**config.mk**
```make
export PLATFORM = sky130hd
export DESIGN_NAME = muldiv_sequencer
export DESIGN_NICKNAME = d
export VERILOG_FILES = /design/src/rtl/muldiv_pkg.sv /design/src/rtl/muldiv_core.sv /design/src/rtl/muldiv_sequencer.sv
export SDC_FILE = /design/constraint.sdc
export NUM_CORES = 1
export LEC_CHECK = 0
export BUFFER_PORTS_ARGS = -buffer_cell sky130_fd_sc_hd__buf_2
export CELL_PAD_IN_SITES_DETAIL_PLACEMENT = 0
export CELL_PAD_IN_SITES_GLOBAL_PLACEMENT = 1
export CORE_MARGIN = 5
export CORE_UTILIZATION = 46
export DETAILED_ROUTE_END_ITERATION = 8
export MAX_ROUTING_LAYER = met4
export PLACE_DENSITY_LB_ADDON = 0.1
export SLEW_MARGIN = 15
export SYNTH_ARGS = -nofsm -noshare
export SYNTH_HDL_FRONTEND = slang
export SYNTH_SLANG_ARGS = --single-unit
export TNS_END_PERCENT = 1
```
**constraint.sdc**
```tcl
create_clock -name clk_i -period 4.5 [get_ports clk_i]
set_input_delay 0.225 -clock clk_i [delete_from_list [all_inputs] [get_ports clk_i]]
set_output_delay 0.225 -clock clk_i [all_outputs]
set_load 0.01 [all_outputs]
```
**src/rtl/muldiv_pkg.sv**
```systemverilog
// Shared definitions for the iterative multiply/divide sequencer.
// Optional build macro: MULDIV_EARLY_TERM_EN (see muldiv_sequencer).
package muldiv_pkg;

  localparam int WIDTH_DEFAULT = 32;
  localparam int CNT_W_DEFAULT = 6;

  typedef enum logic [1:0] {
    OP_MUL  = 2'b00,
    OP_MULU = 2'b01,
    OP_DIV  = 2'b10,
    OP_DIVU = 2'b11
  } op_e;

  typedef enum logic [1:0] {
    IDLE = 2'd0,
    CALC = 2'd1,
    FIX  = 2'd2,
    DONE = 2'd3
  } state_e;

endpackage

```
**src/rtl/muldiv_core.sv**
```systemverilog
// Single combinational iteration: shift-add multiply step or restoring divide step.
// Divide layout: acc = {partial remainder, quotient/dividend bits}.
module muldiv_core
  import muldiv_pkg::*;
#(
  parameter int WIDTH = WIDTH_DEFAULT
) (
  input  logic               is_div,
  input  logic [2*WIDTH-1:0] acc,
  input  logic [WIDTH-1:0]   operand,
  output logic [2*WIDTH-1:0] acc_next
);

  logic [WIDTH:0] sum;
  logic [WIDTH:0] shifted;
  logic [WIDTH:0] diff;

  always_comb begin
    sum     = {1'b0, acc[2*WIDTH-1:WIDTH]} + (acc[0] ? {1'b0, operand} : '0);
    shifted = {acc[2*WIDTH-1:WIDTH], acc[WIDTH-1]};
    diff    = shifted - {1'b0, operand};
    acc_next = {sum, acc[WIDTH-1:1]};
    // Remainder stays below the divisor, so it always fits back into WIDTH bits.
    if (is_div) begin
      if (!diff[WIDTH]) acc_next = {diff[WIDTH-1:0], acc[WIDTH-2:0], 1'b1};
      else              acc_next = {shifted[WIDTH-1:0], acc[WIDTH-2:0], 1'b0};
    end
  end

endmodule

```
**src/rtl/muldiv_sequencer.sv**
```systemverilog
// Multi-cycle MUL/MULU/DIV/DIVU unit: FSM, iteration counter and sign handling.
// Build macro MULDIV_EARLY_TERM_EN: multiplies finish early once the multiplier runs out of ones.
//
// state | meaning
// IDLE  | waiting for start_i; results held
// CALC  | one algorithm iteration per edge, counter runs down to 0
// FIX   | sign correction, load hi_o/lo_o/div_zero_o
// DONE  | done_o high for this cycle; start_i accepted back-to-back
module muldiv_sequencer
  import muldiv_pkg::*;
#(
  parameter int WIDTH = WIDTH_DEFAULT,
  parameter int CNT_W = CNT_W_DEFAULT
) (
  input  logic             clk_i,
  input  logic             rst_i,
  input  logic             start_i,
  input  logic [1:0]       op_i,
  input  logic [WIDTH-1:0] data1_i,
  input  logic [WIDTH-1:0] data2_i,
  output logic             busy_o,
  output logic             done_o,
  output logic [WIDTH-1:0] hi_o,
  output logic [WIDTH-1:0] lo_o,
  output logic             div_zero_o
);

  localparam logic [CNT_W-1:0] CNT_LAST = CNT_W'(WIDTH - 1);

  state_e             state;
  logic [CNT_W-1:0]   cnt;
  logic [2*WIDTH-1:0] acc, acc_next, ld_acc, prod_fix;
  logic [WIDTH-1:0]   opnd, ld_opnd, abs1, abs2, quo_fix, rem_fix;
  logic               div_q, neg_res, neg_rem, dz;
  logic               ld_signed, ld_div, ld_dz, sgn1, sgn2;
  op_e                op_sel;

  always_comb begin
    op_sel    = op_e'(op_i);
    ld_signed = (op_sel == OP_MUL) || (op_sel == OP_DIV);
    ld_div    = (op_sel == OP_DIV) || (op_sel == OP_DIVU);
    sgn1      = ld_signed & data1_i[WIDTH-1];
    sgn2      = ld_signed & data2_i[WIDTH-1];
    abs1      = sgn1 ? -data1_i : data1_i;
    abs2      = sgn2 ? -data2_i : data2_i;
    ld_dz     = ld_div && (data2_i == '0);
    ld_opnd   = ld_div ? abs2 : abs1;
    // Divide-by-zero keeps the raw dividend so it can be returned unmodified.
    if (ld_dz)       ld_acc = {{WIDTH{1'b0}}, data1_i};
    else if (ld_div) ld_acc = {{WIDTH{1'b0}}, abs1};
    else             ld_acc = {{WIDTH{1'b0}}, abs2};
  end

  always_comb begin
    prod_fix = neg_res ? -acc : acc;
    quo_fix  = neg_res ? -acc[WIDTH-1:0] : acc[WIDTH-1:0];
    rem_fix  = neg_rem ? -acc[2*WIDTH-1:WIDTH] : acc[2*WIDTH-1:WIDTH];
  end

  muldiv_core #(.WIDTH(WIDTH)) u_core (
    .is_div   (div_q),
    .acc      (acc),
    .operand  (opnd),
    .acc_next (acc_next)
  );

`ifdef MULDIV_EARLY_TERM_EN
  logic [WIDTH-1:0] et_mask;
  logic             et_hit;

  // Bits [cnt:0] of the low half are the multiplier bits not yet consumed.
  always_comb begin
    et_mask = ~({WIDTH{1'b1}} << (cnt + 1'b1));
    et_hit  = !div_q && ((acc[WIDTH-1:0] & et_mask) == '0);
  end
`endif

  always_ff @(posedge clk_i or negedge rst_i) begin
    if (!rst_i) begin
      state      <= IDLE;
      cnt        <= '0;
      acc        <= '0;
      opnd       <= '0;
      div_q      <= 1'b0;
      neg_res    <= 1'b0;
      neg_rem    <= 1'b0;
      dz         <= 1'b0;
      busy_o     <= 1'b0;
      done_o     <= 1'b0;
      hi_o       <= '0;
      lo_o       <= '0;
      div_zero_o <= 1'b0;
    end else begin
      case (state)
        IDLE, DONE: begin
          done_o <= 1'b0;
          if (start_i) begin
            div_q      <= ld_div;
            acc        <= ld_acc;
            opnd       <= ld_opnd;
            neg_res    <= sgn1 ^ sgn2;
            neg_rem    <= sgn1;
            dz         <= ld_dz;
            div_zero_o <= 1'b0;
            busy_o     <= 1'b1;
            // Divide-by-zero spends one idle CALC slot so its latency is fixed at two edges to DONE.
            cnt        <= ld_dz ? '0 : CNT_LAST;
            state      <= CALC;
          end else begin
            state <= IDLE;
          end
        end
        CALC: begin
          if (!dz) acc <= acc_next;
          if (cnt == '0) state <= FIX;
          else           cnt <= cnt - 1'b1;
`ifdef MULDIV_EARLY_TERM_EN
          if (et_hit) begin
            acc   <= acc >> (cnt + 1'b1);
            state <= FIX;
          end
`endif
        end
        FIX: begin
          if (dz) begin
            lo_o <= '1;
            hi_o <= acc[WIDTH-1:0];
          end else if (div_q) begin
            lo_o <= quo_fix;
            hi_o <= rem_fix;
          end else begin
            {hi_o, lo_o} <= prod_fix;
          end
          div_zero_o <= dz;
          busy_o     <= 1'b0;
          done_o     <= 1'b1;
          state      <= DONE;
        end
        default: state <= IDLE;
      endcase
    end
  end

endmodule

```
Word-level counts from Yosys, hierarchy flattened
Index checks and enable logic that the tools add are counted.
{ "word_totals": {"out_inout_bits": 67, "ff_bits": 175, "elab_cells": 77, "inputBits": 69} }
{ "classes": {"add_sub_neg": 8, "n_reduce_logical": 14, "n_mux": 30, "eq_ne": 9, "bitwise": 3} }
{ "op_table": {"columns": ["operator", "n"], "rows": [
  ["64-bit 2-to-1 mux", 6],
  ["32-bit 2-to-1 mux", 11],
  ["32-bit negation", 4],
  ["64-bit one-hot mux with 2 select lines", 1],
  ["64-bit negation", 1],
  ["32-bit by 33-bit adder with 33-bit output", 1],
  ["33-bit by 32-bit subtractor with 33-bit output", 1],
  ["32-bit zero test", 1],
  ["6-bit 2-to-1 mux", 2],
  ["6-bit one-hot mux with 2 select lines", 1],
  ["2-bit == test, second input constant", 4],
  ["2-bit inequality test, second input constant", 4],
  ["6-bit zero test", 1],
  ["1-bit one-hot mux with 2 select lines", 3],
  ["2-bit one-hot mux with 3 select lines", 1],
  ["3-bit AND reduction", 2],
  ["6-bit by 1-bit subtractor with 6-bit output, second input constant", 1],
  ["5-bit 2-to-1 mux", 1],
  ["2-bit zero test", 2],
  ["2-bit AND reduction", 2],
  ["2-bit nonzero test", 2],
  ["1-bit 2-to-1 mux", 3],
  ["1-bit bitwise AND", 2],
  ["2-bit by 1-bit == test with 1-bit output, second input constant", 1],
  ["other kinds (5)", 6]
]} }

Logic depth before layout (Yosys ltp)
Gate-level depths: netlist of the first run.
{ "logic_depth": {"depth_word": 8, "ltp_mapped": 15, "depth_no_buf": 14} }

Cells and area by module
From an unflattened synthesis of the first run, not the netlist that was laid out.
{ "hier_totals": {"cells_unflattened": 2071, "hier_area_um2": 16032.9} }
{ "by_module_without_submodules": {"columns": ["module", "seq_area_each_um2", "n_inst", "cells_each", "area_per_inst_um2"], "rows": [
  ["muldiv_sequencer", 4379.2, 1, 1383, 11212.0],
  ["muldiv_core", 0.0, 1, 688, 4820.9]
]} }

Worst setup path after synthesis of the first run
Ideal clock, no wire load.
{ "synth_timing": {"path_type": "register to register", "start": "reg acc[50]", "end": "reg acc[32]", "slack_ns": 1.095, "setup_time_ns": 0.145, "t_arrival_ns": 3.260, "required_ns": 4.355, "stages_incl_launch_ff": 14, "path_buffers": 2, "period_less_slack_ns": 3.405, "path_cell_list": "dfrtp_1 > ha_1 > a21oi_1 > o211ai_1 > a2111oi_0 > nor3_1 > a21oi_1 > o21ai_0 > a311oi_2 > buf_4 > buf_2 > nand2_1 > o211ai_1 > o221ai_1"} }
{ "synth_between": {"elab_chain_len": 5} }
{ "synth_lines": {"columns": ["element", "line_no", "text"], "rows": [
  ["start: declaration", "muldiv_sequencer.sv:32", "logic [2*WIDTH-1:0] acc, acc_next, ld_acc, prod_fix;"],
  ["start signal: assignment", "muldiv_sequencer.sv:99", "acc <= ld_acc;"],
  ["start signal: assignment", "muldiv_sequencer.sv:114", "if (!dz) acc <= acc_next;"],
  ["33-bit by 32-bit subtractor with 33-bit output", "muldiv_core.sv:21", "diff = shifted - {1'b0, operand};"],
  ["64-bit 2-to-1 mux", "muldiv_core.sv:25", "if (!diff[WIDTH]) acc_next = {diff[WIDTH-1:0], acc[WIDTH-2:0], 1'b1};"],
  ["64-bit 2-to-1 mux", "muldiv_core.sv:24", "if (is_div) begin"],
  ["64-bit 2-to-1 mux", "muldiv_sequencer.sv:114", null],
  ["64-bit one-hot mux with 2 select lines", "muldiv_sequencer.sv:94", "case (state)"]
]} }
Every way passes these cells. The select of a mux whose other input is x is not followed.
A chain may end at the register's enable or synchronous reset.

Worst setup path in the final report of the first run
{ "layout_timing": {"start": "reg acc[50]", "end": "reg acc[60]"} }
{ "layout_between": {"elab_chain_len": 5, "elab_cells_between_ends": 6, "cone_classes": "add/sub (2); mux (4)"} }
{ "layout_lines": {"columns": ["element", "line_no"], "rows": [
  ["33-bit by 32-bit subtractor with 33-bit output", "muldiv_core.sv:21"],
  ["64-bit 2-to-1 mux", "muldiv_core.sv:25"],
  ["64-bit 2-to-1 mux *", "muldiv_core.sv:24"],
  ["64-bit 2-to-1 mux *", "muldiv_sequencer.sv:114"],
  ["64-bit one-hot mux with 2 select lines *", "muldiv_sequencer.sv:94"]
]} }
Every way passes the cells marked *; elsewhere a longest branch is shown, timed or not. The select of a mux whose other input is x is not followed.

==> results of run 1 <==
-- stage by stage --
step                utilization, %  total power [uW]  area (um2)  setup WS (ns)
global route                 51.99             14540       16920        0.08513
detailed placement           50.16             11900       16320         0.5149
floorplan                        -              9083       15130          1.095
CTS                          51.98             13440       16910         0.4793
finish                       51.99             13580       16920         0.4346
global placement             50.16             11850       16320         0.6919
-- per-layer routing --
metal | GRT usage [%] | vias up | share of wire (%)
met2 | 45.63 | 598 | 43
met1 | 45.50 | 7147 | 48
met5 | - | - | 0
met3 | 4.346 | 74 | 7.1
li1 | - | 7086 | -
met4 | 6.768 | 0 | 2.0
-- flip-flops by register name (all words and copies together) (netlist names), 2 cells and up --
name   count
hi_o      32
cnt        6
lo_o      32
acc       64
state      2
opnd      32
-- layout by cell type (no fill, tap or decap), drive strengths merged, types with 8 or more instances in the layout --
cell / instances
a211oi: 40
a21o: 35
a21oi: 176
a22oi: 18
a31oi: 24
and2: 8
buf: 190
clkbuf: 18
dfrtp: 175
ha: 73
inv: 93
mux2: 12
mux2i: 58
nand2: 160
nand2b: 28
nand3: 38
nand4: 10
nor2: 195
nor2b: 15
nor3: 34
nor4: 17
o211ai: 19
o21a: 12
o21ai: 178
o221ai: 19
o22a: 30
o22ai: 13
o31ai: 29
o41ai: 14
or2: 12
or3: 14
or4: 10
xnor2: 115
xor2: 57
-- worst paths after layout --
| path | end | start |
|---|---|---|
| max in group asynchronous | div_q$_DFFE_PN0P_ | rst_i |
| setup / recovery | acc[60]$_DFFE_PN0P_ | acc[50]$_DFFE_PN0P_ |
| min in group asynchronous | hi_o[31]$_DFFE_PN0P_ | rst_i |
| setup reg to reg | acc[60]$_DFFE_PN0P_ | acc[50]$_DFFE_PN0P_ |
| hold reg to reg | opnd[17]$_DFFE_PN0P_ | opnd[17]$_DFFE_PN0P_ |
| hold / removal | acc[22]$_DFFE_PN0P_ | data1_i[22] |
-- kinds of logic (layout without fill, tap and decap cells) --
kind of cell	Yosys count	in the layout
AO/OA/AOI/OAI	650	650
AND/OR/NAND/NOR	564	564
buffers and inverters	218	311
flip-flops	175	175
XOR/XNOR	172	172
adder cells (fa/ha/maj)	75	75
multiplexers	70	70
other	0	2
-- tightest hold or removal path, cell delays in order --
cell and delay (ns):
buf_2 0.13, nand2_1 0.06, a31oi_1 0.07
-- where the power goes --
group / switching, uW / total [uW] / internal, uW
Sequential: 859 / 3120 / 2260
Combinational: 5460 / 8950 / 3490
Clock: 769 / 1510 / 740
-- layout make-up --
type	count	area (um2)	area share (%)
clock buffer	18	429.2	2.537
clock inverter	14	152.6	0.9024
inverter	88	330.3	1.953
tap	442	553.0	3.269
antenna	2	5.005	0.02959
timing repair buffer	191	1130	6.679
multi-input combinational	1531	9936	58.74
sequential	175	4380	25.90
==> results.ini, run 1 <==
[run_status]
status = completed

[yosys]
synth_area_leader_cell = dfrtp_1
yosys-top-cells-area = dfrtp_1 29%, xnor2_1 6.7%, ha_1 6.0%, a21oi_1 5.8%, o21ai_0 5.8%
synth_cells = 1924
yosysWarnings = 0
yosysSeqAreaShare_pct = 28.95
synth_common_cells = 194 x nor2_1, 176 x a21oi_1, 175 x dfrtp_1, 175 x o21ai_0, 159 x nand2_1
ys_types = 74
synth_top_family_by_area = compound AO/OA/AOI/OAI gates
synthSimpleGateAreaFrac_pct = 17.30
netlist_area_um2 = 15130
synth_xor_area_share_pct = 9.959
synth_seq_cells = 175
async_reset_ff_share_pct = 100.0
avgSynthCellArea_um2 = 7.862
synthFlopType = dfrtp_1
synthMuxAreaShare_pct = 4.731
synth_edf_count = 0
synth_compound_area_share_pct = 27.20
syn_nets = 2068
synthAdderAreaFrac_pct = 6.303
synth_top_area_share_pct = 28.95
synth.most_common_cell = nor2_1

[worst_setup_path]
r2r_slack_ns = 0.43
cpLargestDelayFamily = compound AO/OA/AOI/OAI gates
rr_worst_depth = 12
cp.required_ns = 4.82
critical_path_peak_fanout = 13
cp_cell_sequence = ha_1 > a21oi_1 > o211ai_1 > a2111oi_0 > nor3_1 > a21oi_1 > o21ai_0 > a311oi_4 > buf_4 > mux2_2 > a22oi_1 > o21ai_0
worstSetupPathType = reg2reg
critPathCaptureType = flop
critPathLaunchType = flop
crit_cells = 12
path_buf_inv = 1
critPathArrivalTime_ns = 4.39
crit_slowest_cell = a2111oi_0
cpPeakStageDelay_ns = 0.58

[clock_tree]
clock_sinks = 175
clock-root-buffer = clkbuf_16
cts_buffers = 17
cts_max_level = 4
cts_resized = 0
path_clk_slew_ns = 0.08
cts_setup_buffers = 0
cts_tree = done
clock_latency_ns = 0.45
ctsHoldBuffers = 1
ctsLongestPathBuffers = 2

[power_and_ir_drop]
ir_drop_mv = 0.3847
p_leak_uw = 0.007359
pwr_density_cell_nw_per_um2 = 802.7

[global_route]
gr-total-overflow = 0
antenna_found_initial = 2
track_usage_pct = 31.01
grt_pass1_wl_um = 85150
grt_pass1_vias = 13880
grt_start_max_net_pins = 107

[floorplan]
io_pins = 136
die_h_um = 191.3
die_x_um = 191.3
rows = 66
core_um2 = 32540
dieArea_um2 = 36610
start_util_pct = 46.49

[place]
place_congestion = 0.9399
port_buffers = 135
placedCellCount = 2426
place_hpwl_um = 43230

[drt]
viasPerCell = 6.056
final_antenna_net_count = 0
drc = 0
dr.pass1.iters = 6
vias = 14910
routed_wl_um = 56200
drtIter0Drc = 1327
post_drt_wl_per_cell_um = 22.84

[layout]
fillers = 3263
instances_no_fill = 2461
area_growth_pct = 11.83
finalNetCount = 2148
layout-drive-gt1-share_pct = 12.99

[timing]
tightest_slew_ns = 1.039
relSlewSlack_pct = 30.76
maxSlewViolCount = 0
hold_ws_ns = 0.08502
finClkSkew_ns = 0.01741
setup_viol = 0
rsz0062_at_grt = false
tns_ns = 0
min_period_ns = 4.065
finalCritPeriodShare_pct = 90.34
hold_viol = 0
fmaxAchievable_mhz = 246.0

[run]
max_cap_violations = 0

[worst_hold_path]
hp-class = in2reg
hold_depth = 3

No activity file was read; power rests on OpenSTA's default activity.
==> run 2, diff against run 1 <==
==> constraint.sdc (replaced) <==
create_clock -name clk_i -period 4.4 [get_ports clk_i]
set_input_delay 0.22 -clock clk_i [delete_from_list [all_inputs] [get_ports clk_i]]
set_output_delay 0.22 -clock clk_i [all_outputs]
set_load 0.01 [all_outputs]
==> run 2 against run 1 <==
Compared with the run above:
- design area rose by 0.95%
- register-to-register slack got worse by 0.11 ns
- non-clock buffer count up 10
- core utilization rose by 0.49 points
- clock power grew 11%
- final cell count is 0.49% higher
- first-iteration DRC count decreased by 2.9%
- routed wire length shrank 1.1%
- clock skew rose by 0.0033 ns
- clock-buffer cell count decreased by 1
- largest cell class unchanged
- critical path depth grew 2
==> results.ini, run 2 (synthesis results as in run 1) <==
[run_status]
status = completed

[clock_tree]
clock_sinks = 175  ; unchanged
cts_max_level = 4  ; unchanged
clock-root-buffer = clkbuf_16
cts_tree = done
cts_buffers = 17  ; unchanged
clock_latency_ns = 0.45  ; about the same
path_clk_slew_ns = 0.08  ; about the same
ctsLongestPathBuffers = 2  ; unchanged

[layout]
largest-register = acc
final_area_um2 = 17080  ; +0.95%
post-route-util_pct = 52.48  ; +0.49 points
final_cell_mix = 194 x nor2_1, 176 x a21oi_1, 175 x o21ai_0, 174 x dfrtp_1, 158 x nand2_1
fillers = 3294  ; +0.95%
finalNetCount = 2158  ; +0.47%
area_growth_pct = 12.89
final_common_cell = nor2_1
layout-drive-gt1-share_pct = 13.52  ; +0.53 points
largest_reg_flops = 64  ; unchanged

[floorplan]
start_util_pct = 46.49  ; unchanged
die_h_um = 191.3  ; unchanged
rows = 66  ; unchanged
io_pins = 136  ; unchanged
core_um2 = 32540  ; unchanged
dieArea_um2 = 36610  ; unchanged
die_x_um = 191.3  ; unchanged

[worst_setup_path]
critPathLaunchType = flop
worstSetupPathType = reg2reg
critPathArrivalTime_ns = 4.38  ; about the same
r2r_slack_ns = 0.33  ; -0.11 ns
critPathCaptureType = flop
endpoint = acc[60]$_DFFE_PN0P_
startpoint = acc[31]$_DFFE_PN0P_
r2r_start = acc[31]$_DFFE_PN0P_
r2r-end = acc[60]$_DFFE_PN0P_
critical_path_peak_fanout = 33  ; +20
rr_worst_depth = 14  ; +2
cp.required_ns = 4.71  ; -0.11 ns

[global_route]
antenna_found_initial = 3  ; +1
gr-total-overflow = 0  ; unchanged
grt_pass1_wl_um = 85370  ; +0.25%
grt_start_max_net_pins = 113  ; +5.6%
track_usage_pct = 30.99  ; about the same
grt_pass1_vias = 14040  ; +1.2%

[place]
port_buffers = 135  ; unchanged
place_congestion = 0.9684  ; +3.0%
place_hpwl_um = 43020  ; -0.49%
dpl_cell_area_um2 = 16410  ; +0.54%

[power_and_ir_drop]
p_leak_uw = 0.007456  ; +1.3%
ir_drop_mv = 0.4033  ; +4.8%
pwr_density_cell_nw_per_um2 = 817.6  ; +1.9%

[timing]
tns_ns = 0  ; unchanged
hold_viol = 0  ; unchanged
finClkSkew_ns = 0.02071  ; +0.003296 ns
maxSlewViolCount = 0  ; unchanged
tightest_slew_ns = 1.019  ; -0.01960 ns
fmaxAchievable_mhz = 245.5  ; -0.19%
min_period_ns = 4.073  ; +0.007825 ns
rsz0062_at_grt = false
hold_ws_ns = 0.08267  ; -0.002352 ns
finalCritPeriodShare_pct = 92.57  ; +2.2 points
relSlewSlack_pct = 32.06  ; +1.3 points
setup_viol = 0  ; unchanged

[worst_hold_path]
hp-class = in2reg

[drt]
drc = 0  ; unchanged
vias = 14950  ; +0.28%
post_drt_wl_per_cell_um = 22.47  ; -1.6%
routed_wl_um = 55560  ; -1.1%
drtIter0Drc = 1289  ; -2.9%
viasPerCell = 6.044  ; -0.20%
dr.pass1.iters = 6  ; unchanged
final_antenna_net_count = 0  ; unchanged

[run]
max_cap_violations = 0  ; unchanged

==> run 2: metrics by stage <==
| step | total power [uW] | std cells | setup slack, ns |
|---|---|---|---|
| floorplan | 9289 | 1924 | 0.9953 |
| global placement | 12090 | 2436 | 0.5956 |
| detailed placement | 12150 | 2436 | 0.3718 |
| CTS | 13870 | 2469 | 0.3443 |
| global route | 15050 | 2472 | 0.09541 |
| finish | 13960 | 2473 | 0.3268 |
==> run 2: power breakdown <==
group | switching, uW | internal [uW] | total [uW] | leakage, uW
Clock | 788 | 880 | 1670 | 0.000314
Combinational | 5480 | 3610 | 9080 | 0.00495
Sequential | 897 | 2310 | 3210 | 0.00219
Total | 7160 | 6800 | 14000 | 0.00746
==> run 2: worst min-delay path by stage <==
stage | from | to | slack, ns | cells past startpoint
2_1_floorplan | rst_i | acc[0]$_DFFE_PN0P_ | -0.08 | 0
5_1_grt | data1_i[22] | acc[22]$_DFFE_PN0P_ | 0.08 | 3
3_5_place_dp | rst_i | hi_o[28]$_DFFE_PN0P_ | 0.27 | 1
6_report | data1_i[22] | acc[22]$_DFFE_PN0P_ | 0.08 | 3
4_1_cts | data1_i[22] | acc[22]$_DFFE_PN0P_ | 0.07 | 3
3_3_place_gp | rst_i | hi_o[28]$_DFFE_PN0P_ | 0.26 | 1
==> run 2: area by class of cell <==
| class | count | area, um2 | area share, % |
|---|---|---|---|
| antenna | 4 | 10.01 | 0.05862 |
| timing repair buffer | 201 | 1217 | 7.129 |
| clock buffer | 17 | 425.4 | 2.491 |
| clock inverter | 15 | 217.7 | 1.275 |
| multi-input combinational | 1531 | 9942 | 58.22 |
| inverter | 88 | 330.3 | 1.934 |
| tap | 442 | 553.0 | 3.239 |
| sequential | 175 | 4380 | 25.65 |
==> run 2: what timing repair did <==
action | 4_1_cts | 5_1_grt
setup buffers | 0 | 0
endpoints found under the hold margin | 63 | 0
endpoints found under the setup margin | 0 | 5
hold buffers | 1 | 0
resized for setup | 0 | 2
==> run 2: critical path, stage by stage, from the launching register on <==
cell and delay, ns:
dfrtp_1 0.45, inv_1 0.12, ha_1 0.20, fa_1 0.20
nand2b_1 0.16, a21oi_1 0.10, o21ai_0 0.50, nand3_1 0.23
a21oi_1 0.42, o21ai_0 0.24, a311oi_4 0.38, buf_12 0.27
mux2_2 0.37, a22oi_1 0.16, o21ai_0 0.10
==> run 2: metal layers <==
layer	track usage, %	part of all wire (%)	wire [um]
met5	-	0	0
met4	9.006	2.7	1528
met3	5.223	7.3	4083
met2	44.31	42	23610
met1	45.05	47	26340
